### src/rtl/uart_packet_rx.sv
// 8N1 UART receiver that hands each byte to the instruction loader over a
// four-phase packet_ready/packet_ack handshake, with a one-byte pending slot.
module uart_packet_rx #(
  parameter int unsigned CLKS_PER_BIT = 868,
  parameter int unsigned SYNC_STAGES  = 2
) (
  input  logic       clk,
  input  logic       rst,
  input  logic       rx,
  input  logic       packet_ack,
  output logic       packet_ready,
  output logic [7:0] uart_packet,
  output logic       rx_busy,
  output logic       framing_err,
  output logic       overrun_err
);

  localparam int unsigned   CW        = $clog2(CLKS_PER_BIT) + 1;
  localparam logic [CW-1:0] HALF_LAST = CW'(CLKS_PER_BIT / 2 - 1);
  localparam logic [CW-1:0] BIT_LAST  = CW'(CLKS_PER_BIT - 1);

  typedef enum logic [2:0] {
    S_IDLE,
    S_START,
    S_DATA,
    S_STOP,
    S_BREAK
  } state_t;

  logic [SYNC_STAGES-1:0] r_sync;
  logic                   w_rxs;
  state_t                 r_state;
  logic [CW-1:0]          r_cnt;
  logic [2:0]             r_bitcnt;
  logic [7:0]             r_shreg;
  logic                   r_pending;
  logic                   w_bit_done;
  logic                   w_deliver;
  logic                   w_occupied;

  always_ff @(posedge clk or negedge rst) begin
    if (!rst) begin
      r_sync <= '1;
    end else begin
      r_sync <= {r_sync[SYNC_STAGES-2:0], rx};
    end
  end

  assign w_rxs      = r_sync[SYNC_STAGES-1];
  assign w_bit_done = (r_cnt == BIT_LAST);
  assign w_deliver  = (r_state == S_STOP) && w_bit_done && w_rxs;
  assign w_occupied = packet_ready || r_pending;

  always_ff @(posedge clk or negedge rst) begin
    if (!rst) begin
      r_state     <= S_IDLE;
      r_cnt       <= '0;
      r_bitcnt    <= '0;
      r_shreg     <= '0;
      rx_busy     <= 1'b0;
      framing_err <= 1'b0;
    end else begin
      framing_err <= 1'b0;
      case (r_state)
        S_IDLE: begin
          r_cnt <= '0;
          if (!w_rxs) begin
            r_state  <= S_START;
            r_bitcnt <= '0;
            rx_busy  <= 1'b1;
          end
        end
        S_START: begin
          if (r_cnt == HALF_LAST) begin
            r_cnt <= '0;
            if (w_rxs) begin
              r_state <= S_IDLE;
              rx_busy <= 1'b0;
            end else begin
              r_state <= S_DATA;
            end
          end else begin
            r_cnt <= r_cnt + CW'(1);
          end
        end
        S_DATA: begin
          if (w_bit_done) begin
            r_cnt    <= '0;
            r_shreg  <= {w_rxs, r_shreg[7:1]};
            r_bitcnt <= r_bitcnt + 3'd1;
            if (r_bitcnt == 3'd7) begin
              r_state <= S_STOP;
            end
          end else begin
            r_cnt <= r_cnt + CW'(1);
          end
        end
        S_STOP: begin
          // Leaving at mid-stop lets the next start edge be caught without slip.
          if (w_bit_done) begin
            r_cnt <= '0;
            if (w_rxs) begin
              r_state <= S_IDLE;
              rx_busy <= 1'b0;
            end else begin
              r_state     <= S_BREAK;
              framing_err <= 1'b1;
            end
          end else begin
            r_cnt <= r_cnt + CW'(1);
          end
        end
        S_BREAK: begin
          r_cnt <= '0;
          if (w_rxs) begin
            r_state <= S_IDLE;
            rx_busy <= 1'b0;
          end
        end
        default: begin
          r_state <= S_IDLE;
          r_cnt   <= '0;
          rx_busy <= 1'b0;
        end
      endcase
    end
  end

  always_ff @(posedge clk or negedge rst) begin
    if (!rst) begin
      packet_ready <= 1'b0;
      uart_packet  <= '0;
      r_pending    <= 1'b0;
      overrun_err  <= 1'b0;
    end else begin
      overrun_err <= 1'b0;
      if (packet_ready && packet_ack) begin
        packet_ready <= 1'b0;
      end
      if (r_pending && !packet_ack) begin
        packet_ready <= 1'b1;
        r_pending    <= 1'b0;
      end
      // A byte landing while packet_ready is still high counts as occupied,
      // even in the cycle the handshake is clearing it.
      if (w_deliver) begin
        if (!w_occupied) begin
          uart_packet <= r_shreg;
          if (packet_ack) begin
            r_pending <= 1'b1;
          end else begin
            packet_ready <= 1'b1;
          end
        end else begin
          overrun_err <= 1'b1;
        end
      end
    end
  end

endmodule

### config.mk
export PLATFORM = sky130hd
export DESIGN_NAME = uart_packet_rx
export DESIGN_NICKNAME = d
export VERILOG_FILES = /design/src/rtl/uart_packet_rx.sv
export SDC_FILE = /design/constraint.sdc
export NUM_CORES = 1
export LEC_CHECK = 0
export ABC_AREA = 1
export CAP_MARGIN = 20
export CORE_MARGIN = 10
export CORE_UTILIZATION = 30
export DETAILED_ROUTE_END_ITERATION = 16
export GPL_TIMING_DRIVEN = 1
export PLACE_DENSITY = 0.5
export SYNTH_ARGS = -nofsm -noshare
export SYNTH_HDL_FRONTEND = slang
export SYNTH_SLANG_ARGS = --single-unit
### constraint.sdc
create_clock -name clk -period 1.6 [get_ports clk]
set_clock_uncertainty 0.2 [all_clocks]
set_input_delay 0.32 -clock clk [delete_from_list [all_inputs] [get_ports clk]]
set_output_delay 0.32 -clock clk [all_outputs]
set_load 0.01 [all_outputs]
==> impl_metrics.json <==
{
  "outcome": "complete, but fails checks",
  "violations": "negative setup slack",
  "route.final.wire_length_um": 4336,
  "synth_nets": 228,
  "yosys.area_share.simple": 0.2443,
  "synth_top_family_by_area": "simple AND/OR/NAND/NOR gates",
  "slowest_delay_ns": 0.41,
  "cts.sinks": 40,
  "hold_viol": 0,
  "syn_inst": 220,
  "chipHeight_um": 100.1,
  "first_iter_violations": 52,
  "wire_per_inst_um": 11.94,
  "drt-met1-wl_um": 2071,
  "synth_top_cell_area_share": 0.4938,
  "setup.worst_path.end": "uart_packet[4]",
  "top_layer_used": "met4",
  "r2r_cells": 8,
  "cpLargestDelayFamily": "simple AND/OR/NAND/NOR gates",
  "setup_slack_ns": -0.06348,
  "layout_common_cells": "nand2_1 (38), dfrtp_1 (38), buf_4 (35)",
  "tightestPinTransition_ns": 0.4342,
  "synthAdderAreaFrac": 0.02599,
  "ys_types": 24,
  "switching_share": 0.2042,
  "synth_top_cells_by_area": "dfrtp_1 (49%), nand2_1 (10%), inv_1 (6.4%)",
  "worstPathMaxFanout": 7,
  "hold_path_class": "register to register",
  "powerDensity_nw_per_um2": 689.6,
  "wl_met2_um": 2089,
  "hold_ws_ns": 0.1689,
  "io-pin-count": 16,
  "die_w_um": 100.1,
  "p_total_mw": 1.934,
  "p_comb_frac": 0.021,
  "yosys.area.top_type": "dfrtp_1",
  "timing.fmax_mhz": 601.1,
  "finish.utilization": 0.4469,
  "path_cells": "ha_4 -> nand2_4 -> nor2_4 -> nand3_4 -> nor2_4 -> nand3_4 -> nand2_1 -> o21ai_2",
  "synth_compound_area_frac": 0.1001,
  "synth_xor_area_frac": 0.03184,
  "grt_pass1_vias": 1594,
  "slew_violations": 0,
  "max_cap_violations": 0,
  "ys.warnings.count": 0,
  "p_leak_nw": 1.328,
  "io_buffer_count": 15,
  "cts_max_level": 2,
  "timing.final.crit_share": 1.040,
  "via_per_inst": 4.474,
  "ys_seq_area_frac": 0.5211,
  "max_slew_margin": 0.7105,
  "drtAntennaViolNets": 0,
  "place_congestion": 0.8246,
  "p_int_mw": 1.539,
  "rows": 29,
  "cts_buffers": 5,
  "drive_gt1_frac": 0.3846,
  "wl_met3_um": 126,
  "crit_path_top_delay_cell": "dfrtp_1",
  "p_switching_mw": 0.3950,
  "reg2reg_to": "uart_packet[4]",
  "power_frac_clock": 0.453,
  "cts_tree": "built",
  "dieArea_um2": 10020,
  "rsz0062_at_grt": "true",
  "layout_min_cycle_time_ns": 1.663,
  "antennaDiodeCount": 0,
  "synthToLayoutAreaGrowth_pct": 45.68,
  "cp_num_buf_inv": 0,
  "ir_worst_vdd_uv": 297.5,
  "rrSetupSlack_ns": -0.06,
  "worstPathRequired_ns": 1.59,
  "grt_util_all_layers": 0.08928,
  "ys_seq_elements": 40,
  "clock_path_buffers": 2,
  "endpoint_kind": "register",
  "critPathKind": "register to register",
  "first_pass_iters": 4,
  "final_nets": 293,
  "worst-path-stages": 8,
  "clk_pin_slew_ns": 0.08,
  "grt_pass1_wl_um": 7362,
  "hpwl_um": 3117,
  "via_count": 1624,
  "crit_start": "r_cnt[1]",
  "start_util": 0.3068,
  "arrival_ns": 1.66,
  "synth_mux_area_frac": 0,
  "p_seq_frac": 0.526,
  "cts_root_buffer": "clkbuf_8",
  "antenna_found_initial": 0,
  "tns_ns": -0.6757,
  "setup_violations": 22,
  "grt_max_degree": 20,
  "clock_latency_ns": 0.30,
  "drc_errors": 0,
  "grt_overflow": 0,
  "synth_area_um2": 1926,
  "core-area_um2": 6277,
  "worstSetupStartpointType": "register",
  "r2r_start": "r_cnt[1]",
  "avgSynthCellArea_um2": 8.753
}
[cell usage after synthesis, drive strengths merged]
cell and n:
nand3 12, nand4 7, nor3 3, a21boi 2, nand2 55, xor2 6, dfrtp 38, ha 4
and3 1, xnor2 1, inv 35, dfstp 2, a21oi 13, buf 2, nor2 21, o21ai 18
[stage by stage]
stage,area [um2],cells,setup slack (ns)
2_1_floorplan,1941,220,-0.05166
4_1_cts,2616,357,-0.05821
5_1_grt,2805,363,-0.1903
3_5_place_dp,2421,344,-0.08636
3_3_place_gp,2421,344,-0.04460
6_report,2805,363,-0.06348
[cell type report]
| cell class | instances | area (um2) |
|---|---|---|
| clock inverters | 2 | 38.79 |
| multi-input cells | 144 | 952.2 |
| well taps | 77 | 96.34 |
| repair buffers | 59 | 500.5 |
| fillers | 618 | 3472 |
| inverters | 35 | 131.4 |
| flip-flops and latches | 40 | 1003 |
| clock buffers | 6 | 82.58 |
[metal layers]
metal / vias up / track usage
li1: 833 / -
met1: 771 / 0.1151
met2: 14 / 0.1374
met3: 6 / 0.02335
met4: 0 / 0.03913
met5: - / 0
[how the worst min path moves through the flow]
stage                     startpoint     endpoint  cells past startpoint
after floorplan                  rst  framing_err                      0
after global routing       r_sync[0]    r_sync[1]                      0
final                      r_sync[0]    r_sync[1]                      0
after detailed placement         rst     r_cnt[5]                      1
after global placement           rst     r_cnt[5]                      1
after CTS                  r_sync[0]    r_sync[1]                      0
[logic make-up after synthesis]
family	count (synthesis)
buffers and inverters	37
AOI/OAI and AO/OA	33
and+or+nand+nor	99
DFF	40
xor gates and xnor gates	7
adders and majority gates	4
[power by group through the flow]
stage / clock [mW] / combinational, mW / sequential, mW
after floorplan: 0 / 0.00310 / 1.04
after global placement: 0 / 0.0415 / 1.04
after detailed placement: 0 / 0.0410 / 1.04
after CTS: 0.907 / 0.0429 / 1.02
after global routing: 0.945 / 0.0477 / 1.02
final: 0.877 / 0.0410 / 1.02
[state kept, by name, indices dropped and copies added, names as in the netlist]
signal and count:
r_cnt 11, r_shreg 8, uart_packet 8, r_bitcnt 3, r_state 3, r_sync 2
framing_err 1, overrun_err 1, packet_ready 1, r_pending 1, rx_busy 1
[what timing repair did]
item / 4_1_cts / 5_1_grt
setup buffers: 3 / 6
resized for setup: 22 / 56
hold endpoints to repair: 15 / 0
pin swaps: 3 / 11
hold buffers: 1 / 0
setup endpoints to repair: 30 / 37
cloned: 1 / 0
(Power assumes the default switching activity.)
